`src/rtl/comparator_stim_gen.sv`:
```
//------------------------------------------------------------------------------
// Module      : comparator_stim_gen
// Description : Self-test engine for a magnitude comparator. Drives a/b vectors
//               (exhaustive or LFSR), checks the three flags, and keeps pass/fail
//               counts plus the first failing vector.
// Revision    : 1.0 - initial release
//------------------------------------------------------------------------------
`default_nettype none

module comparator_stim_gen #(
    parameter int          WIDTH     = 1,
    parameter int          MODE      = 0,
    parameter int          NUM_RAND  = 16,
    parameter int          SETTLE    = 1,
    parameter logic [15:0] LFSR_SEED = 16'hACE1
) (
    input  logic             clk,
    input  logic             rst,
    input  logic             start,
    output logic [WIDTH-1:0] a,
    output logic [WIDTH-1:0] b,
    input  logic             a_equal_b,
    input  logic             a_less_b,
    input  logic             a_greater_b,
    output logic             busy,
    output logic             done,
    output logic             err,
    output logic [15:0]      pass_cnt,
    output logic [15:0]      fail_cnt,
    output logic [WIDTH-1:0] first_fail_a,
    output logic [WIDTH-1:0] first_fail_b,
    output logic             fail_seen
);

    localparam logic [15:0] c_seed        = (LFSR_SEED == 16'h0000) ? 16'hACE1 : LFSR_SEED;
    localparam logic [15:0] c_lfsr_taps   = 16'hB400;
    localparam logic [15:0] c_src_init    = (MODE == 0) ? 16'h0000 : c_seed;
    localparam logic [16:0] c_num_vec     = (MODE == 0) ? (17'd1 << (2 * WIDTH)) : 17'(NUM_RAND);
    localparam logic [16:0] c_last_vec    = c_num_vec - 17'd1;
    localparam logic [3:0]  c_settle_last = 4'(SETTLE - 1);

    typedef enum logic [2:0] {
        S_IDLE   = 3'd0,
        S_DRIVE  = 3'd1,
        S_SETTLE = 3'd2,
        S_CHECK  = 3'd3,
        S_DONE   = 3'd4
    } state_t;

    state_t             r_state;
    state_t             w_state_next;
    logic [3:0]         r_settle_cnt;
    logic [15:0]        r_src;
    logic [16:0]        r_vec_idx;
    logic [WIDTH-1:0]   r_a;
    logic [WIDTH-1:0]   r_b;
    logic [15:0]        r_pass_cnt;
    logic [15:0]        r_fail_cnt;
    logic [WIDTH-1:0]   r_ffa;
    logic [WIDTH-1:0]   r_ffb;
    logic               r_fail_seen;

    logic [15:0]        w_src_next;
    logic [2*WIDTH-1:0] w_load_src;
    logic [2:0]         w_exp;
    logic [2:0]         w_flags;
    logic               w_mismatch;
    logic               w_last_vec;
    logic               w_start_run;

    // r_src is the vector source: a plain index or the LFSR state.
    generate
        if (MODE == 0) begin : g_exhaustive
            assign w_src_next = r_src + 16'd1;
        end else begin : g_lfsr
            assign w_src_next = {1'b0, r_src[15:1]} ^ (r_src[0] ? c_lfsr_taps : 16'h0000);
        end
    endgenerate

    // The first vector of a run comes from the init value, later ones from the step.
    assign w_load_src  = (r_state == S_CHECK) ? w_src_next[2*WIDTH-1:0] : c_src_init[2*WIDTH-1:0];
    assign w_exp       = {(r_a == r_b), (r_a < r_b), (r_a > r_b)};
    assign w_flags     = {a_equal_b, a_less_b, a_greater_b};
    assign w_mismatch  = (w_flags != w_exp);
    assign w_last_vec  = (r_vec_idx == c_last_vec);
    assign w_start_run = start && ((r_state == S_IDLE) || (r_state == S_DONE));

    always_ff @(posedge clk) begin
        if (rst) begin
            r_state <= S_IDLE;
        end else begin
            r_state <= w_state_next;
        end
    end

    always_comb begin
        w_state_next = r_state;
        busy         = 1'b0;
        done         = 1'b0;
        err          = 1'b0;
        case (r_state)
            S_IDLE: begin
                if (start) w_state_next = S_DRIVE;
            end
            S_DRIVE: begin
                busy         = 1'b1;
                w_state_next = (SETTLE == 0) ? S_CHECK : S_SETTLE;
            end
            S_SETTLE: begin
                busy = 1'b1;
                if (r_settle_cnt == c_settle_last) w_state_next = S_CHECK;
            end
            S_CHECK: begin
                busy         = 1'b1;
                err          = w_mismatch;
                w_state_next = w_last_vec ? S_DONE : S_DRIVE;
            end
            S_DONE: begin
                done = 1'b1;
                if (start) w_state_next = S_DRIVE;
            end
            default: w_state_next = S_IDLE;
        endcase
    end

    always_ff @(posedge clk) begin
        if (rst) begin
            r_settle_cnt <= 4'd0;
            r_src        <= c_src_init;
            r_vec_idx    <= 17'd0;
            r_a          <= '0;
            r_b          <= '0;
            r_pass_cnt   <= 16'd0;
            r_fail_cnt   <= 16'd0;
            r_ffa        <= '0;
            r_ffb        <= '0;
            r_fail_seen  <= 1'b0;
        end else if (w_start_run) begin
            r_settle_cnt <= 4'd0;
            r_src        <= c_src_init;
            r_vec_idx    <= 17'd0;
            r_a          <= w_load_src[2*WIDTH-1:WIDTH];
            r_b          <= w_load_src[WIDTH-1:0];
            r_pass_cnt   <= 16'd0;
            r_fail_cnt   <= 16'd0;
            r_ffa        <= '0;
            r_ffb        <= '0;
            r_fail_seen  <= 1'b0;
        end else begin
            case (r_state)
                S_DRIVE:  r_settle_cnt <= 4'd0;
                S_SETTLE: r_settle_cnt <= r_settle_cnt + 4'd1;
                S_CHECK: begin
                    if (w_mismatch) begin
                        if (r_fail_cnt != 16'hFFFF) r_fail_cnt <= r_fail_cnt + 16'd1;
                        if (!r_fail_seen) begin
                            r_ffa       <= r_a;
                            r_ffb       <= r_b;
                            r_fail_seen <= 1'b1;
                        end
                    end else if (r_pass_cnt != 16'hFFFF) begin
                        r_pass_cnt <= r_pass_cnt + 16'd1;
                    end
                    // The next vector lands on the same edge that leaves CHECK.
                    if (!w_last_vec) begin
                        r_src     <= w_src_next;
                        r_vec_idx <= r_vec_idx + 17'd1;
                        r_a       <= w_load_src[2*WIDTH-1:WIDTH];
                        r_b       <= w_load_src[WIDTH-1:0];
                    end
                end
                default: ;
            endcase
        end
    end

    assign a            = r_a;
    assign b            = r_b;
    assign pass_cnt     = r_pass_cnt;
    assign fail_cnt     = r_fail_cnt;
    assign first_fail_a = r_ffa;
    assign first_fail_b = r_ffb;
    assign fail_seen    = r_fail_seen;

endmodule

`default_nettype wire

```
`config.mk`:
```
export PLATFORM = sky130hd
export DESIGN_NAME = comparator_stim_gen
export DESIGN_NICKNAME = d
export VERILOG_FILES = /design/src/rtl/comparator_stim_gen.sv
export SDC_FILE = /design/constraint.sdc
export NUM_CORES = 1
export LEC_CHECK = 0
export ABC_AREA = 1
export CORE_ASPECT_RATIO = 0.7
export CORE_MARGIN = 10
export CORE_UTILIZATION = 55
export CTS_BUF_LIST = sky130_fd_sc_hd__clkbuf_4 sky130_fd_sc_hd__clkbuf_8 sky130_fd_sc_hd__clkbuf_16
export DETAILED_ROUTE_END_ITERATION = 12
export PLACE_DENSITY_LB_ADDON = 0.2
export SLEW_MARGIN = 20
export SYNTH_ARGS = -nofsm -noshare
export SYNTH_HDL_FRONTEND = slang
export SYNTH_SLANG_ARGS = --single-unit
```
`constraint.sdc`:
```
create_clock -name clk -period 4.35 [get_ports clk]
set_input_delay 0.435 -clock clk [delete_from_list [all_inputs] [get_ports clk]]
set_output_delay 0.435 -clock clk [all_outputs]
set_load 0.03 [all_outputs]
```
# After elaboration in Yosys (flattened, before gate mapping)
# Cells that the tools add are included.
# op_classes
n_addsub,5
multipliers,0
magnitude_cmp,2
n_reduce_logical,16
n_shift,0
mux,15
eq_ne,12
div_mod_pow,0
bitwise,3
# ops
cell,n
16-bit by 1-bit adder with 16-bit output (second input constant),3
16-bit inequality test (second input constant),2
17-bit by 1-bit adder with 17-bit output (second input constant),1
17-bit by 2-bit == test with 1-bit output (second input constant),1
3-bit one-hot mux with 4 select lines,1
1-bit two-way mux,9
3-bit two-way mux,3
3-bit AND reduction,3
4-bit one-hot mux with 2 select lines,1
2-bit AND reduction,4
3-bit by 2-bit == test with 1-bit output (second input constant),2
4-bit by 1-bit adder with 4-bit output (second input constant),1
4-bit logical NOT,1
2-bit by 1-bit inequality test with 1-bit output (second input constant),2
2-bit nonzero test,2
2-bit OR reduction,2
3-bit by 1-bit == test with 1-bit output (second input constant),1
3-bit == test (second input constant),1
3-bit logical NOT,1
3-bit inequality test,1
1-bit inverter,3
3-bit OR reduction,1
2-bit two-way mux,1
2-bit inequality test (second input constant),1
other kinds (5),5
# word_totals
wordCells,64
ramBits,0
mem_bits_ro,0
input_bits,6
latch_bits,0
register_bits,77
n_memories,0

# Logic depth before layout (Yosys ltp)
# logic_depth
ltp_word,5
mapped_depth,12
depth_no_buf,12

# Worst setup path after synthesis
# Ideal clock, no wire load.
# synth_path
kind,reg-to-output
from,reg r_a (netlist: a)
to,out err
slack_ns,2.347
n_path_buf,0
required_time_ns,3.915
path_stages_with_launch,7
arrival_time_ns,1.568
cell_sequence,dfxtp_1 > inv_1 > ha_1 > xnor2_1 > nand3_2 > nand2_1 > inv_1
# synth_between
elab_chain_cells,3
elab_cells_between_ends,5
classes_between,order compare (2); eq/ne (2); mux (1)
# synth_lines
element,line,text
"start, declared",55,logic [WIDTH-1:0] r_a;
"start signal, assigned",142,r_a <= w_load_src[2*WIDTH-1:WIDTH];
"start signal, assigned",168,r_a <= w_load_src[2*WIDTH-1:WIDTH];
"1-bit > comparator, or another cell as far along",82,"assign w_exp = {(r_a == r_b), (r_a < r_b), (r_a > r_b)};"
3-bit inequality test *,84,assign w_mismatch = (w_flags != w_exp);
1-bit two-way mux *,101,case (r_state)
"end, declared",27,"output logic err,"
# Every way passes the cells marked *; elsewhere a longest branch is shown, timed or not.

# Worst setup path in the final report
# Same ends and word-level chain as after synthesis.

==> results.toml <==
[worst_setup_path]
path_buf_inv = 3
worstPathRequired_ps = 3910
cp_slowest_cell = "clkdlybuf4s50_1"
crit_family = "buffers and inverters"
path_class = "flip-flop to output port"
reg2reg_slack_ps = 2140
crit_top_cell = "inv_1"
crit_arrival_ps = 2390
path_max_fanout = 4
reg2reg_to = "r_settle_cnt[2]"
cpPeakStageDelay_ps = 590
start_kind = "flip-flop"
r2r-start = "r_state[0]"
cp_cell_sequence = "inv_1 -> ha_1 -> xnor2_1 -> nand3_2 -> nand2_1 -> inv_1 -> clkdlybuf4s50_1"
crit_path_end_kind = "output port"
reg2regPathDepth = 6

[drt]
via_per_inst = 5.228
routed_wl_mm = 9.421
wl_met1_mm = 4.299
wl_per_cell_um = 12.84
drc_errors = 0
initialDrtViolationCount = 328
wl_met3_um = 816
routed-wl-met2_mm = 4.131
vias = 3837
top_layer_used = "met4"
drt.antenna.violating_nets = 0
first_pass_iters = 5

[synthesis]
ys_seq_elements = 63
yosysTopAreaCell = "dfxtp_1"
ys_seq_area_share_pct = 32.73
ys_top_cells_by_area = "dfxtp_1, nand2_1, nor2_1"
yosys_warnings = 0
synthArstFlopShare_pct = 0
avgSynthCellArea_um2 = 6.510
netlist-cell-type-count = 34
synthFlopType = "dfxtp_1"
synthCells = 592
yosysMostFrequentCell = "nand2_1"
synth_common_cells = "nand2_1, nor2_1, dfxtp_1, inv_1, a21oi_1"
mappedNetlistArea_um2 = 3854
syn-num-nets = 605
synth_top_area_share_pct = 32.73
synth_edf_count = 0

[clock_network]
clk_latency_ps = 350
max-clock-path-buffers = 2
cts-htree-levels = 3
cts_resized = 0
cts_made_buffers = 9
hold_buffers = 0
cts_tree = "yes"
cts_root_buffer = "clkbuf_8"
cts_setup_buffers = 0
clkSlewWorstSetupHoldPaths_ps = 70
cts.sinks = 63

[place]
pre_cts_slack_ps = 1711
port_buffers = 45
dp_hpwl_mm = 6.811
gp_congestion = 0.8630

[timing]
maxSlewHeadroom_pct = 37.66
finalSetupTns_ps = 0
setup_violations = 0
min_period_ps = 2826
max_freq_mhz = 353.9
rsz0062_at_grt = "no"
finClkSkew_ps = 7.261
period_share_pct = 64.96
tightest_slew_ps = 933.7
drv_slew = 0
final_hold_viol_count = 0
setup_ws_ps = 1524

[power]
sw_frac_of_total_pct = 24.95
p_switching_mw = 0.3289
powerDensity_nw_per_um2 = 289.0
vdd_ir_drop_max_uv = 219.5
internal_power_mw = 0.9891
clkPwrFrac_pct = 45.1
leakage_nw = 1.705
combPwrFrac_pct = 9.7
power_frac_seq_pct = 45.2

[global_routing]
grt_pass1_vias = 3677
antenna_found_initial = 0
grt_max_degree = 47
grt_overflow = 0
grt_pass1_wl_mm = 16.63
grtUsageTotal_pct = 17.89

[cells_and_area]
antenna_cells = 0
fillers = 598
final_net_count = 649
area_growth_pct = 18.34
drive_gt1_share_pct = 8.438
fin_util_pct = 67.19

[min_path]
hold_start = "fail_seen"
min_path_type = "flip-flop to flip-flop"
min_path_cells = 2
min_to = "fail_seen"

[floorplan]
fp.dieW_um = 120.0
core.rowCount = 25
die_h_um = 90.04
dieArea_um2 = 10810
ios = 46
start_util_pct = 56.77
core-area_um2 = 6788

[outcome]
status = "finished clean"

[job]
max-cap-violations = 0
## power groups by stage
stage | clock network [mW] | registers, mW | logic (mW)
finish | 0.594 | 0.596 | 0.128
global route | 0.631 | 0.598 | 0.144
CTS | 0.603 | 0.596 | 0.128
global placement | 0 | 0.609 | 0.125
floorplan | 0 | 0.613 | 0.0877
detailed placement | 0 | 0.609 | 0.128
## state kept, by name, indices dropped and copies added, names as in the netlist, 2 cells and up
signal	count
fail_cnt	16
pass_cnt	16
r_settle_cnt	4
r_src	2
r_state	3
r_vec_idx	17
## stage by stage
stage / area, um^2 / hold WS (ps) / power [mW] / instances
floorplan: 3854 / 453.0 / 0.7011 / 592
global placement: 4330 / 469.3 / 0.7338 / 719
detailed placement: 4330 / 468.7 / 0.7366 / 719
CTS: 4561 / 481.7 / 1.327 / 734
global route: 4561 / 514.9 / 1.372 / 734
finish: 4561 / 483.7 / 1.318 / 734
## worst reg2reg max path, cell delays in order, from the launching register on
cell	delay, ps
dfxtp_1	360
nor2_1	100
inv_2	60
nor2_1	50
nor2_1	600
inv_2	590
a211oi_1	350
## layout by cell type (no fill, tap or decap), types with 3 or more instances in the layout
master | synthesis | layout
nand2_2 | 8 | 8
nand2_1 | 203 | 203
clkbuf_8 | 0 | 12
clkdlybuf4s50_1 | 0 | 45
xnor2_1 | 11 | 11
inv_2 | 5 | 5
a21oi_2 | 10 | 10
nor2_1 | 79 | 79
o21ai_0 | 12 | 12
a21oi_1 | 37 | 37
xor2_1 | 13 | 13
inv_1 | 60 | 60
ha_1 | 7 | 7
nand3_1 | 28 | 28
nand4_1 | 17 | 17
nand2_4 | 3 | 3
dfxtp_1 | 63 | 63
nor2_4 | 7 | 7
## area by class of cell
class	count	area (um^2)	area share, %
Clock buffer	12	165.2	3.621
Clock inverter	3	65.06	1.427
Inverter	65	244.0	5.350
Multi-Input combinational cell	452	2257	49.49
Sequential cell	63	1261	27.65
Tap cell	94	117.6	2.579
Timing Repair Buffer	45	450.4	9.877
## worst max-delay path by stage
stage          cells after the start  startpoint   to
2_1_floorplan                      6           a  err
3_3_place_gp                       6    a_less_b  err
3_5_place_dp                       6    a_less_b  err
4_1_cts                            7           a  err
5_1_grt                            9           a  err
6_report                           7           a  err
## kinds of logic after synthesis
group                      after synthesis  share of synthesized area (%)
and+or+nand+nor                        355                          40.65
buffers and inverters                   77                          8.701
DFF                                     63                          32.73
xor gates and xnor gates                24                          5.455
adders and majority gates                7                          2.273
AOI/OAI and AO/OA                       66                          10.20
## layer usage
metal  vias up  global-route usage [%]
met5         -                       0
met4         0                   6.212
met3        25                   6.309
met2       156                   27.19
met1      1703                   22.85
li1       1953                       -
Power figures use the tool's default switching activity.
